**src/rtl/pio_accel_seq_pkg.sv**
```systemverilog
// Shared opcodes, FSM states and pi_export field positions for the PIO accelerator sequencer.
package pio_accel_seq_pkg;

   localparam int unsigned OP_W = 3;

   localparam logic [OP_W-1:0] OP_NOP   = 3'd0;
   localparam logic [OP_W-1:0] OP_PUSH  = 3'd1;
   localparam logic [OP_W-1:0] OP_START = 3'd2;
   localparam logic [OP_W-1:0] OP_POP   = 3'd3;
   localparam logic [OP_W-1:0] OP_CLR   = 3'd4;

   typedef enum logic [1:0] {
      ST_IDLE = 2'd0,
      ST_EXEC = 2'd1,
      ST_ACK  = 2'd2
   } state_e;

   // po_export command fields
   localparam int unsigned PO_REQ_BIT = 31;
   localparam int unsigned PO_OP_LSB  = 28;

   // pi_export status fields
   localparam int unsigned PI_ACK_BIT   = 31;
   localparam int unsigned PI_BUSY_BIT  = 30;
   localparam int unsigned PI_ERR_BIT   = 29;
   localparam int unsigned PI_EMPTY_BIT = 28;
   localparam int unsigned PI_LVL_LSB   = 24;
   localparam int unsigned PI_LVL_W     = 4;
   localparam int unsigned PI_LVL_MAX   = 15;
   localparam int unsigned PI_RES_W     = 24;

   // Clamp a FIFO level into the 4-bit status field.
   function automatic logic [PI_LVL_W-1:0] sat_level(input logic [31:0] lvl);
      return (lvl > 32'(PI_LVL_MAX)) ? PI_LVL_W'(PI_LVL_MAX) : lvl[PI_LVL_W-1:0];
   endfunction

endpackage

```
**src/rtl/pio_result_fifo.sv**
```systemverilog
// Synchronous result FIFO with flush; overflowing pushes are dropped and flagged.
module pio_result_fifo #(
   parameter  int unsigned RES_W      = 24,
   parameter  int unsigned FIFO_DEPTH = 16,
   localparam int unsigned LVL_W      = $clog2(FIFO_DEPTH + 1)
) (
   input  logic             i_clk,
   input  logic             i_rst_n,
   input  logic             i_push,
   input  logic [RES_W-1:0] i_push_data,
   input  logic             i_pop,
   input  logic             i_flush,
   output logic [RES_W-1:0] o_head_c,
   output logic [LVL_W-1:0] o_level,
   output logic             o_empty_c,
   output logic             o_full_c,
   output logic             o_drop_c
);
   localparam int unsigned AW = $clog2(FIFO_DEPTH);

   logic [RES_W-1:0] r_mem [FIFO_DEPTH];
   logic [AW-1:0]    r_wr_ptr;
   logic [AW-1:0]    r_rd_ptr;
   logic [LVL_W-1:0] r_level;
   logic             w_pop_ok;
   logic             w_push_ok;

   assign o_level   = r_level;
   assign o_empty_c = (r_level == '0);
   assign o_full_c  = (r_level == LVL_W'(FIFO_DEPTH));
   assign o_head_c  = r_mem[r_rd_ptr];

   // A pop on a full FIFO frees the slot the same-cycle push lands in.
   assign w_pop_ok  = i_pop & ~o_empty_c & ~i_flush;
   assign w_push_ok = i_push & ~i_flush & (~o_full_c | w_pop_ok);
   assign o_drop_c  = i_push & ~i_flush & o_full_c & ~w_pop_ok;

   always_ff @(posedge i_clk or negedge i_rst_n) begin
      if (!i_rst_n) begin
         r_wr_ptr <= '0;
         r_rd_ptr <= '0;
         r_level  <= '0;
      end else if (i_flush) begin
         r_wr_ptr <= '0;
         r_rd_ptr <= '0;
         r_level  <= '0;
      end else begin
         if (w_push_ok) r_wr_ptr <= r_wr_ptr + AW'(1);
         if (w_pop_ok)  r_rd_ptr <= r_rd_ptr + AW'(1);
         unique case ({w_push_ok, w_pop_ok})
            2'b10:   r_level <= r_level + LVL_W'(1);
            2'b01:   r_level <= r_level - LVL_W'(1);
            default: r_level <= r_level;
         endcase
      end
   end

   // Storage needs no reset: the level gates every read.
   always_ff @(posedge i_clk) begin
      if (w_push_ok) r_mem[r_wr_ptr] <= i_push_data;
   end

endmodule

```
**src/rtl/pio_accel_sequencer.sv**
```systemverilog
// Toggle-handshake command sequencer bridging NIOS PIO ports to a streaming accelerator.
// Define PIO_ACCEL_SEQ_TIMEOUT_EN to abort PUSH after TIMEOUT_CYC cycles without ready.
module pio_accel_sequencer
   import pio_accel_seq_pkg::*;
#(
   parameter int unsigned DATA_W      = 32,
   parameter int unsigned RES_W       = 24,
   parameter int unsigned FIFO_DEPTH  = 16,
   parameter int unsigned TIMEOUT_CYC = 1024
) (
   input  logic              clk_in_clk,
   input  logic              reset_reset_n,
   input  logic [31:0]       po_export,
   input  logic [31:0]       po2_export,
   output logic [31:0]       pi_export,
   output logic              acc_in_valid,
   input  logic              acc_in_ready,
   output logic [DATA_W-1:0] acc_in_data,
   output logic              acc_start,
   input  logic              acc_busy,
   output logic              acc_soft_rst,
   input  logic              acc_out_valid,
   input  logic [RES_W-1:0]  acc_out_data
);
   localparam int unsigned LVL_W = $clog2(FIFO_DEPTH + 1);

   state_e            r_state;
   state_e            w_state_nxt;
   logic [31:0]       r_po_q;
   logic [31:0]       r_po2_q;
   logic [OP_W-1:0]   r_op;
   logic [OP_W-1:0]   w_op_nxt;
   logic              r_ack;
   logic              w_ack_nxt;
   logic              r_err;
   logic              w_err_set;
   logic              w_err_clr;
   logic [RES_W-1:0]  r_result;
   logic [RES_W-1:0]  w_result_nxt;
   logic              r_in_valid;
   logic              w_in_valid_nxt;
   logic [DATA_W-1:0] r_in_data;
   logic [DATA_W-1:0] w_in_data_nxt;
   logic              r_start;
   logic              w_start_nxt;
   logic              r_soft_rst;
   logic              w_soft_rst_nxt;
   logic              w_pop;
   logic              w_flush;
   logic              w_fifo_empty;
   logic              w_fifo_full;
   logic              w_fifo_drop;
   logic [LVL_W-1:0]  w_fifo_level;
   logic [RES_W-1:0]  w_fifo_head;
   logic              w_timeout;
   logic              w_unused;

   assign w_unused = ^{r_po_q[PO_OP_LSB-1:0], w_fifo_full, 1'(TIMEOUT_CYC)};

   pio_result_fifo #(
      .RES_W      (RES_W),
      .FIFO_DEPTH (FIFO_DEPTH)
   ) u_fifo (
      .i_clk       (clk_in_clk),
      .i_rst_n     (reset_reset_n),
      .i_push      (acc_out_valid),
      .i_push_data (acc_out_data),
      .i_pop       (w_pop),
      .i_flush     (w_flush),
      .o_head_c    (w_fifo_head),
      .o_level     (w_fifo_level),
      .o_empty_c   (w_fifo_empty),
      .o_full_c    (w_fifo_full),
      .o_drop_c    (w_fifo_drop)
   );

   always_ff @(posedge clk_in_clk or negedge reset_reset_n) begin
      if (!reset_reset_n) begin
         r_po_q  <= '0;
         r_po2_q <= '0;
      end else begin
         r_po_q  <= po_export;
         r_po2_q <= po2_export;
      end
   end

`ifdef PIO_ACCEL_SEQ_TIMEOUT_EN
   localparam int unsigned TMO_W = $clog2(TIMEOUT_CYC + 1);

   logic [TMO_W-1:0] r_tmo_cnt;

   // Counts EXEC cycles of the current command; cleared on every IDLE->EXEC entry.
   always_ff @(posedge clk_in_clk or negedge reset_reset_n) begin
      if (!reset_reset_n) begin
         r_tmo_cnt <= '0;
      end else if ((r_state == ST_IDLE) && (w_state_nxt == ST_EXEC)) begin
         r_tmo_cnt <= '0;
      end else if ((r_state == ST_EXEC) && !w_timeout) begin
         r_tmo_cnt <= r_tmo_cnt + TMO_W'(1);
      end
   end

   assign w_timeout = (r_tmo_cnt == TMO_W'(TIMEOUT_CYC - 1));
`else
   assign w_timeout = 1'b0;
`endif

   // Next-state and next-output decode.
   always_comb begin
      w_state_nxt    = r_state;
      w_op_nxt       = r_op;
      w_ack_nxt      = r_ack;
      w_err_set      = 1'b0;
      w_err_clr      = 1'b0;
      w_result_nxt   = r_result;
      w_in_valid_nxt = r_in_valid;
      w_in_data_nxt  = r_in_data;
      w_start_nxt    = 1'b0;
      w_soft_rst_nxt = 1'b0;
      w_pop          = 1'b0;
      w_flush        = 1'b0;
      unique case (r_state)
         ST_IDLE: begin
            if (r_po_q[PO_REQ_BIT] != r_ack) begin
               w_op_nxt    = r_po_q[PO_OP_LSB +: OP_W];
               w_state_nxt = ST_EXEC;
               if (w_op_nxt == OP_PUSH) begin
                  w_in_valid_nxt = 1'b1;
                  w_in_data_nxt  = r_po2_q[DATA_W-1:0];
               end
            end
         end
         ST_EXEC: begin
            w_state_nxt = ST_ACK;
            w_ack_nxt   = ~r_ack;
            case (r_op)
               OP_NOP: begin
               end
               OP_PUSH: begin
                  if (acc_in_ready) begin
                     w_in_valid_nxt = 1'b0;
                  end else if (w_timeout) begin
                     w_in_valid_nxt = 1'b0;
                     w_err_set      = 1'b1;
                  end else begin
                     w_state_nxt = ST_EXEC;
                     w_ack_nxt   = r_ack;
                  end
               end
               OP_START: begin
                  if (acc_busy) w_err_set   = 1'b1;
                  else          w_start_nxt = 1'b1;
               end
               OP_POP: begin
                  if (w_fifo_empty) begin
                     w_err_set = 1'b1;
                  end else begin
                     w_result_nxt = w_fifo_head;
                     w_pop        = 1'b1;
                  end
               end
               OP_CLR: begin
                  w_err_clr      = 1'b1;
                  w_flush        = 1'b1;
                  w_soft_rst_nxt = 1'b1;
               end
               default: w_err_set = 1'b1;
            endcase
         end
         ST_ACK:  w_state_nxt = ST_IDLE;
         default: w_state_nxt = ST_IDLE;
      endcase
   end

   always_ff @(posedge clk_in_clk or negedge reset_reset_n) begin
      if (!reset_reset_n) begin
         r_state    <= ST_IDLE;
         r_op       <= OP_NOP;
         r_ack      <= 1'b0;
         r_err      <= 1'b0;
         r_result   <= '0;
         r_in_valid <= 1'b0;
         r_in_data  <= '0;
         r_start    <= 1'b0;
         r_soft_rst <= 1'b0;
      end else begin
         r_state    <= w_state_nxt;
         r_op       <= w_op_nxt;
         r_ack      <= w_ack_nxt;
         r_err      <= w_err_clr ? 1'b0 : (r_err | w_err_set | w_fifo_drop);
         r_result   <= w_result_nxt;
         r_in_valid <= w_in_valid_nxt;
         r_in_data  <= w_in_data_nxt;
         r_start    <= w_start_nxt;
         r_soft_rst <= w_soft_rst_nxt;
      end
   end

   assign acc_in_valid = r_in_valid;
   assign acc_in_data  = r_in_data;
   assign acc_start    = r_start;
   assign acc_soft_rst = r_soft_rst;

   // Status word; busy also reflects the accelerator's own run flag.
   always_comb begin
      pi_export                               = '0;
      pi_export[PI_ACK_BIT]                   = r_ack;
      pi_export[PI_BUSY_BIT]                  = (r_state != ST_IDLE) | acc_busy;
      pi_export[PI_ERR_BIT]                   = r_err;
      pi_export[PI_EMPTY_BIT]                 = w_fifo_empty;
      pi_export[PI_LVL_LSB +: PI_LVL_W]       = sat_level(32'(w_fifo_level));
      pi_export[PI_RES_W-1:0]                 = PI_RES_W'(r_result);
   end

endmodule
```
**config.mk**
```make
export PLATFORM = sky130hd
export DESIGN_NAME = pio_accel_sequencer
export DESIGN_NICKNAME = d
export VERILOG_FILES = /design/src/rtl/pio_accel_seq_pkg.sv /design/src/rtl/pio_result_fifo.sv /design/src/rtl/pio_accel_sequencer.sv
export SDC_FILE = /design/constraint.sdc
export NUM_CORES = 1
export LEC_CHECK = 0
export CAP_MARGIN = 20
export CORE_MARGIN = 1.5
export CORE_UTILIZATION = 32
export DETAILED_ROUTE_END_ITERATION = 10
export RECOVER_POWER = 100
export SLEW_MARGIN = 15
export SYNTH_ARGS = -nofsm -noshare
export SYNTH_HDL_FRONTEND = slang
export SYNTH_SLANG_ARGS = --single-unit
```
**constraint.sdc**
```tcl
create_clock -name clk_in_clk -period 8.3 [get_ports clk_in_clk]
set_clock_uncertainty 0.05 [all_clocks]
set_input_delay 2.075 -clock clk_in_clk [delete_from_list [all_inputs] [get_ports clk_in_clk]]
set_output_delay 2.075 -clock clk_in_clk [all_outputs]
set_load 0.01 [all_outputs]
```
---- After elaboration in Yosys (flattened, before gate mapping) ----
Memories as Yosys holds them, arrays and structs flattened. A register that Yosys moved wholly into a read port is not among the register bits.
Index checks and enable logic that the tools add are counted.
word-level totals
  bits of input ports ..................... 93
  memories kept ........................... 1
  logic and storage cells ................. 97
  bits in writable memories ............... 384
  bits in registers ....................... 119
cells by class
  bitwise logic cells ..................... 15
  reduce and logical (&&, ||, !) cells .... 15
  $add $sub $neg .......................... 4
  mux-type cells .......................... 33
  $lt $le $gt $ge ......................... 1
  eq/ne operators ......................... 15
memories
  name          words  width  read ports  clocked after memory_dff  write ports  line                   text
  u_fifo.r_mem  16     24     1           1                         1            pio_result_fifo.sv:21  logic [RES_W-1:0] r_mem [FIFO_DEPTH];
operators by type and width
  operator               count
  $mux W1                20
  $mux W4                5
  $pmux W5 S2            1
  $add A4 B1 Y4 const B  2
  $ne A2 B2 Y1 const B   4
  $reduce_bool A2 Y1     4
  $and A1 B1 Y1          6
  $eq A3 B1 Y1 const B   2
  $eq A3 B2 Y1 const B   2
  $mux W2                3
  $reduce_and A3 Y1      2
  $add A5 B1 Y5 const B  1
  $eq A5 B5 Y1 const B   1
  $gt A5 B4 Y1 const B   1
  $logic_not A5 Y1       1
  $mux W5                1
  $not A1 Y1             5
  $reduce_and A5 Y1      1
  $sub A5 B1 Y5 const B  1
  $eq A2 B1 Y1 const B   2
  $or A1 B1 Y1           4
  $pmux W2 S2            1
  $reduce_and A2 Y1      2
  $eq A3 B3 Y1 const B   1
  other kinds (10)       10

---- Depth between registers and ports, before layout ----
Gate-level depths: netlist (run 1).
  word-level depth ........................ 11
  depth in mapped cells ................... 11

---- Hierarchy ----
A second synthesis (run 1) with hierarchy kept.
second synthesis, totals
  cells, all modules ...................... 1,010
  area, all modules ....................... 19,238.5 sq um
modules (own cells, without submodules)
  module               instances  area an instance (sq um)  cells each
  pio_result_fifo      1          15,635.0                  808
  pio_accel_sequencer  1          3,603.5                   202

---- Worst setup path before layout (run 1) ----
Ideal clock, no wire load.
  kind .................................... input to output
  start ................................... input acc_busy
  end ..................................... output pi_export[30]
  data arrival time ....................... 2.424 ns
  setup slack ............................. 3.751 ns
  stages on the path ...................... 1
  path through ............................ or3_1
between the ends
  longest elaborated chain between the ends .. 1
ends and longest elaborated chain
  element       line                        text
  from (decl)   pio_accel_sequencer.sv:20   input logic acc_busy,
  $or A1 B1 Y1  pio_accel_sequencer.sv:208  pi_export[PI_BUSY_BIT] = (r_state != ST_IDLE) | acc_busy;
  to (decl)     pio_accel_sequencer.sv:15   output logic [31:0] pi_export,
Every way passes these cells.

==> reports/qor.csv, run 1 <==
stage;metric;value;unit
timing;hold_viol;0;
floorplan;start_util;32.6;%
worst_setup_path;path_delay_family;buffers and inverters;
synthesis;yosys_register_bits;499;
route;drt_wl_total;40.6;mm
route;vias;9038;
run_status;violations;max-capacitance violations, max-slew violations;
placed_design;place_hpwl;22.1;mm
grt;grt_pass1_wl;60.9;mm
timing;fin_crit;5.73;ns
synthesis;ys_warn_count;0;
synthesis;synth_area_leaders;edfxtp_1 (61%), dfrtp_1 (15%), mux4_2 (11%);
synthesis;synth.distinct_cells;45;
floorplan;rows;88;
placed_design;placed_area;21100;µm²
synthesis;syn-num-nets;1007;
grt;grt_max_degree;64;
clocking;insertion_delay;0.60;ns
clocking;cts_setup_buffers;0;
route;firstDrtPassIters;5;
route;vias_per_cell;4.84;
route;wl_per_cell;21.7;µm
cells_and_area;nFillCells;5296;
worst_setup_path;critical_path.max_fanout;63;
pwr;vdd_ir_drop_max;0.000174;V
clocking;htree_levels;2;
synthesis;async_flop_share;23.0;%
clocking;root_buffer;clkbuf_16;
floorplan;die_area;60700;µm²
placed_design;routabilityCongestion;0.726;
worst_setup_path;r2r_cells;4;
clocking;cts_tree;yes;
worst_setup_path;critical_path.slowest_cell;clkbuf_1;
worst_setup_path;worstPathCellList;clkbuf_1, clkbuf_2;
floorplan;coreArea;58100;µm²
worst_setup_path;cpPeakStageDelay;2.39;ns
grt;grt.total_usage;13.6;%
timing;max_freq;175;MHz
floorplan;die_x;246;µm
cells_and_area;utilization;39.0;%
synthesis;avgSynthCellArea;20.9;µm²
synthesis;yosysTopAreaCell;edfxtp_1;
worst_setup_path;worst-path-buf-inv;2;
clocking;clk_pin_slew;0.06;ns
run_status;status;finished, violations left;
worst_setup_path;path_class;primary input to async pin;
timing;drv_slew;592;
clocking;numCtsBuffers;50;
cells_and_area;drive_above_1_share;17.6;%
synthesis;yosys_most_used_dff;edfxtp_1;
worst_setup_path;cp_num_cells;2;
pwr;powerDensity;316;nW/µm²
synthesis;synthCells;905;
floorplan;die_h;246;µm
timing;finalHoldWorstSlack;0.404;ns
timing;slew_headroom;-148;%
timing;final.setup.tns;0;ns
worst_setup_path;cp.arrival;6.08;ns
synthesis;yosysSeqAreaShare;76.1;%
clocking;cts_hold_buf;0;
timing;rsz0062_at_grt;no;
synthesis;synth_top_area_share;60.9;%
pwr;p_leak;0.00763;µW
cells_and_area;syn2layout_area_growth;19.6;%
synthesis;syn-cell-area;18900;µm²
hold_path;holdPathStages;1;
clocking;clock_sinks;499;
cells_and_area;design_area;22700;µm²
route;first_iter_violations;730;
clocking;clockBufferDepth;3;
timing;worstMarginPinSlew;3.72;ns
synthesis;synth-edff-count;384;
job;max-cap-violations;19;
placed_design;preCtsSetupSlack;2.85;ns
hold_path;hold_path.class;flop to flop;
timing;setup_viol;0;
route;drc;0;
timing;min_period_over_period;69.0;%
grt;grt_pass1_vias;9531;
worst_setup_path;cp.required;8.65;ns
clocking;post_cts_resized;0;
worst_setup_path;cp-end-kind;async pin;
placed_design;io_buffers;131;
timing;postLayoutSetupSlackWorst;2.57;ns
floorplan;io_pins;160;
worst_setup_path;startpoint_type;primary input;
route;drtAntennaViolNets;0;
grt;antenna_found_initial;3;
grt;grt_remaining_overflow;0;
cells_and_area;final_nets;1162;
## cell usage after synthesis, types with 2 or more instances
cell,number
dfrtp_1,115
o21ai_0,7
a21o_1,2
and2_1,8
nand3_1,6
inv_1,10
o31ai_1,2
or2_2,4
buf_2,13
a21oi_1,6
edfxtp_1,384
mux4_2,96
buf_6,4
ha_1,8
o221ai_1,24
xor2_1,3
o2bb2ai_1,3
nor3_1,5
nand4_1,2
mux2_2,6
nor2_1,11
nand2b_1,3
buf_4,3
mux2i_1,50
o211a_1,2
buf_1,3
clkbuf_1,29
nand2_1,36
o211ai_1,3
or3_1,3
xnor2_1,3
and3_1,6
mux2_4,29
and4_1,5
## layout by cell type, fill, tap and decap left out, types with 4 or more instances in the layout
cell type,instances
mux4_2,96
bufinv_16,5
ha_1,8
and4_1,5
clkbuf_1,25
mux2i_1,50
and2_0,8
a21oi_1,6
nand3_1,6
o21ai_0,7
nand2_1,36
clkinv_1,8
mux2_2,6
and3_1,6
clkbuf_16,52
mux2_1,29
clkbuf_8,4
o221ai_1,24
or2_2,4
nor3_1,5
buf_4,4
clkinv_2,13
inv_1,10
dlygate4sd3_1,130
dfrtp_1,113
nor2_1,11
edfxtp_1,384
## worst paths after layout
kind                                                start                          end  slack, ns
min reg2reg                          r_po2_q[5]$_DFF_PN0_   acc_in_data[5]$_DFFE_PN0P_       0.40
max                                         reset_reset_n  acc_in_data[22]$_DFFE_PN0P_       2.57
min                                  r_po2_q[5]$_DFF_PN0_   acc_in_data[5]$_DFFE_PN0P_       0.40
min in group asynchronous                   reset_reset_n  acc_in_data[29]$_DFFE_PN0P_       2.60
max in group clk_in_clk                          acc_busy                pi_export[30]       2.60
max reg2reg                u_fifo.r_rd_ptr[0]$_DFFE_PN0P_      r_result[5]$_DFFE_PN0N_       2.87
## worst reg2reg max path, stage by stage, from the launching register on
cell and delay [ns]:
dfrtp_1 1.34, clkbuf_1 2.71, mux4_2 0.82, mux2i_1 0.20, o221ai_1 0.17
## cell families after synthesis
kind of cell               share of synthesized area [%]
DFF                                                 76.1
muxes                                               16.7
and+or+nand+nor                                     2.57
buffers and inverters                               1.53
AOI/OAI and AO/OA                                   2.20
adders and majority gates                          0.634
xor gates and xnor gates                           0.277
## final cells by class
cell class	instances	area, µm²	area share (%)
sequential	499	14400	63.6
multi-input combinational	344	4130	18.2
timing repair buffer	155	1410	6.23
clock buffer	61	1380	6.07
tap	765	957	4.22
clock inverter	32	335	1.48
inverter	10	37.5	0.166
antenna	1	2.50	0.0110
## layer usage
metal  track usage (%)  share of wire (%)  vias to the layer above
met3              3.14                5.8                       65
met4              3.59                2.1                        2
li1                  -                  -                     3976
met1              19.1                 46                     4745
met2              21.2                 46                      250
met5                 0              0.032                        -
## power by group
part / switching [µW] / internal [µW] / leakage (µW)
Combinational: 759 / 808 / 0.00192
Clock: 962 / 1340 / 0.000841
Sequential: 222 / 3070 / 0.00487
Total: 1940 / 5220 / 0.00763
## per-stage QoR
| step | instances | total power, µW |
|---|---|---|
| 2_1_floorplan | 905 | 4350 |
| 3_3_place_gp | 1773 | 5040 |
| 3_5_place_dp | 1773 | 5080 |
| 4_1_cts | 1866 | 7400 |
| 5_1_grt | 1866 | 7540 |
| 6_report | 1867 | 7170 |
## flip-flops by register name, indices dropped and copies added, names as in the netlist
signal           flops
acc_soft_rst         1
u_fifo.o_level       5
r_op                 3
acc_in_valid         1
acc_in_data         32
acc_start            1
r_state              2
u_fifo.r_rd_ptr      4
u_fifo.r_wr_ptr      4
r_po2_q             32
r_po_q               4
r_result            24
r_err                1
r_ack                1
u_fifo.r_mem       384
Note: power is estimated with default switching activity, not from simulation.
==> run 2, diff against run 1 <==
==> constraint.sdc (replaced) <==
create_clock -name clk_in_clk -period 5.45 [get_ports clk_in_clk]
set_clock_uncertainty 0.05 [all_clocks]
set_input_delay 1.3625 -clock clk_in_clk [delete_from_list [all_inputs] [get_ports clk_in_clk]]
set_output_delay 1.3625 -clock clk_in_clk [all_outputs]
set_load 0.01 [all_outputs]
==> run 2 against run 1 <==
The flow still finishes with violations (max-capacitance violations, max-slew violations). Sequential power up 51%. Clock-buffer cell count grew 10. Non-clock buffer count did not move. Wire length is 1.5% lower. Final area is 0.14% lower. Worst hold slack lost 0.0027 ns. Sequential cell count stayed put. Setup slack worse by 1.5 ns. Critical path depth rose by 3. Utilization is 0.056 points lower.
==> reports/qor.csv, run 2 (synthesized netlist as in run 1, its figures left out) <==
stage;metric;value;unit
clocking;clock_sinks;499;
route;wl_per_cell;21.4;µm
floorplan;io_pins;160;
worst_setup_path;cp-end-kind;flop;
cells_and_area;syn2layout_area_growth;19.5;%
route;first_iter_violations;776;
clocking;clockBufferDepth;3;
clocking;htree_levels;2;
placed_design;place_hpwl;21.2;mm
timing;rsz0062_at_grt;no;
worst_setup_path;startpoint_type;primary input;
grt;grt.total_usage;13.3;%
timing;fin_crit;4.42;ns
grt;grt_pass1_vias;9417;
timing;final.setup.tns;0;ns
worst_setup_path;cp.required;5.56;ns
worst_setup_path;worst-path-buf-inv;2;
grt;use_met3;3.06;%
route;drc;0;
run_status;status;finished, violations left;
floorplan;die_x;246;µm
clocking;clk_pin_slew;0.06;ns
worst_setup_path;path_class;primary input to flop;
worst_setup_path;path_delay_family;buffers and inverters;
grt;grt_max_degree;97;
cells_and_area;largest_reg_flops;384;
cells_and_area;drive_above_1_share;18.0;%
clocking;cts_hold_buf;0;
clocking;cts_setup_buffers;0;
job;max-cap-violations;17;
placed_design;routabilityCongestion;0.759;
floorplan;coreArea;58100;µm²
worst_setup_path;critical_path.slowest_cell;clkbuf_1;
grt;antenna_found_initial;4;
clocking;root_buffer;clkbuf_16;
worst_setup_path;cpPeakStageDelay;1.65;ns
timing;finalHoldWorstSlack;0.402;ns
pwr;powerDensity;477;nW/µm²
worst_setup_path;cp_num_cells;5;
floorplan;rows;88;
grt;grt_remaining_overflow;0;
route;vias;9059;
timing;setup_viol;0;
grt;top_usage_layer;met2;
hold_path;holdPathStages;1;
worst_setup_path;critical_path.max_fanout;24;
pwr;p_leak;0.00761;µW
floorplan;start_util;32.6;%
hold_path;hold_path.class;flop to flop;
timing;min_period_over_period;81.2;%
timing;slew_headroom;-53.8;%
cells_and_area;regMostFlops;u_fifo.r_mem;
grt;use_met2;20.5;%
clocking;insertion_delay;0.60;ns
floorplan;die_h;246;µm
grt;grt_pass1_wl;59.8;mm
timing;drv_slew;560;
timing;hold_viol;0;
worst_setup_path;cp.arrival;4.53;ns
pwr;vdd_ir_drop_max;0.000259;V
route;drt_wl_total;39.9;mm
worst_setup_path;r2r_cells;6;
cells_and_area;final_common_cell;edfxtp_1;
placed_design;io_buffers;131;
clocking;post_cts_resized;0;
route;vias_per_cell;4.85;
timing;worstMarginPinSlew;2.31;ns
cells_and_area;final_nets;1162;
timing;max_freq;226;MHz
cells_and_area;most-common-layout-cells;edfxtp_1 (384), dlygate4sd3_1 (130), dfrtp_1 (112);
clocking;numCtsBuffers;50;
route;drtAntennaViolNets;0;
clocking;cts_tree;yes;
worst_setup_path;worstPathCellList;dlygate4sd3_1, nand3_1, nor2_1, and3_1, clkbuf_1;
route;firstDrtPassIters;4;
floorplan;die_area;60700;µm²
run_status;violations;max-capacitance violations, max-slew violations;
grt;use_met1;18.8;%
[run 2: metrics by stage]
step / setup slack, ns / std cells / area [µm²] / power [µW] / utilization, %
after global routing: 0.839 / 1867 / 22600 / 11300 / 38.9
after detailed placement: 1.44 / 1773 / 21200 / 7730 / 36.4
after floorplan: 2.30 / 905 / 18900 / 6630 / -
final: 1.03 / 1869 / 22600 / 10800 / 38.9
after CTS: 1.44 / 1867 / 22800 / 11200 / 39.3
after global placement: 1.43 / 1773 / 21200 / 7680 / 36.4
[run 2: final timing paths]
path                                                   to            startpoint  slack, ns
min in group asynchronous     acc_in_data[29]$_DFFE_PN0P_         reset_reset_n       1.42
setup reg to reg            u_fifo.r_mem[9][22]$_DFFE_PP_   r_op[2]$_DFFE_PN0P_       1.38
hold / removal                 acc_in_data[6]$_DFFE_PN0P_  r_po2_q[6]$_DFF_PN0_       0.40
setup / recovery            u_fifo.r_mem[9][22]$_DFFE_PP_         acc_out_valid       1.03
max in group asynchronous  u_fifo.r_rd_ptr[1]$_DFFE_PN0P_         reset_reset_n       2.29
hold reg to reg                acc_in_data[6]$_DFFE_PN0P_  r_po2_q[6]$_DFF_PN0_       0.40
[run 2: layout make-up]
type	instances	area (µm²)
fillers	5263	35500
flip-flops and latches	499	14400
multi-input cells	344	4130
clock buffers	71	1430
repair buffers	155	1430
well taps	765	957
clock inverters	23	225
inverters	10	37.5
diodes	2	5.00
[run 2: metal layers]
metal  share of wire [%]  vias up  routed length, µm
li1                    -     3965                  -
met1                  46     4757              18300
met2                  45      259              18100
met3                 6.7       74               2660
met4                 2.2        4                869
met5               0.068        -                 27
[run 2: power by group]
part | internal [µW] | total (µW) | leakage (µW) | switching, µW
Clock | 1940 | 3390 | 0.000804 | 1450
Combinational | 1220 | 2430 | 0.00194 | 1210
Sequential | 4690 | 4980 | 0.00487 | 289
[run 2: worst register-to-register path, delay by kind of cell (launching register included)]
| family | cells | cell delay [ns] |
|---|---|---|
| and+or+nand+nor | 4 | 1.23 |
| AOI/OAI and AO/OA | 1 | 0.27 |
| buffers and inverters | 1 | 1.65 |
| DFF | 1 | 0.44 |
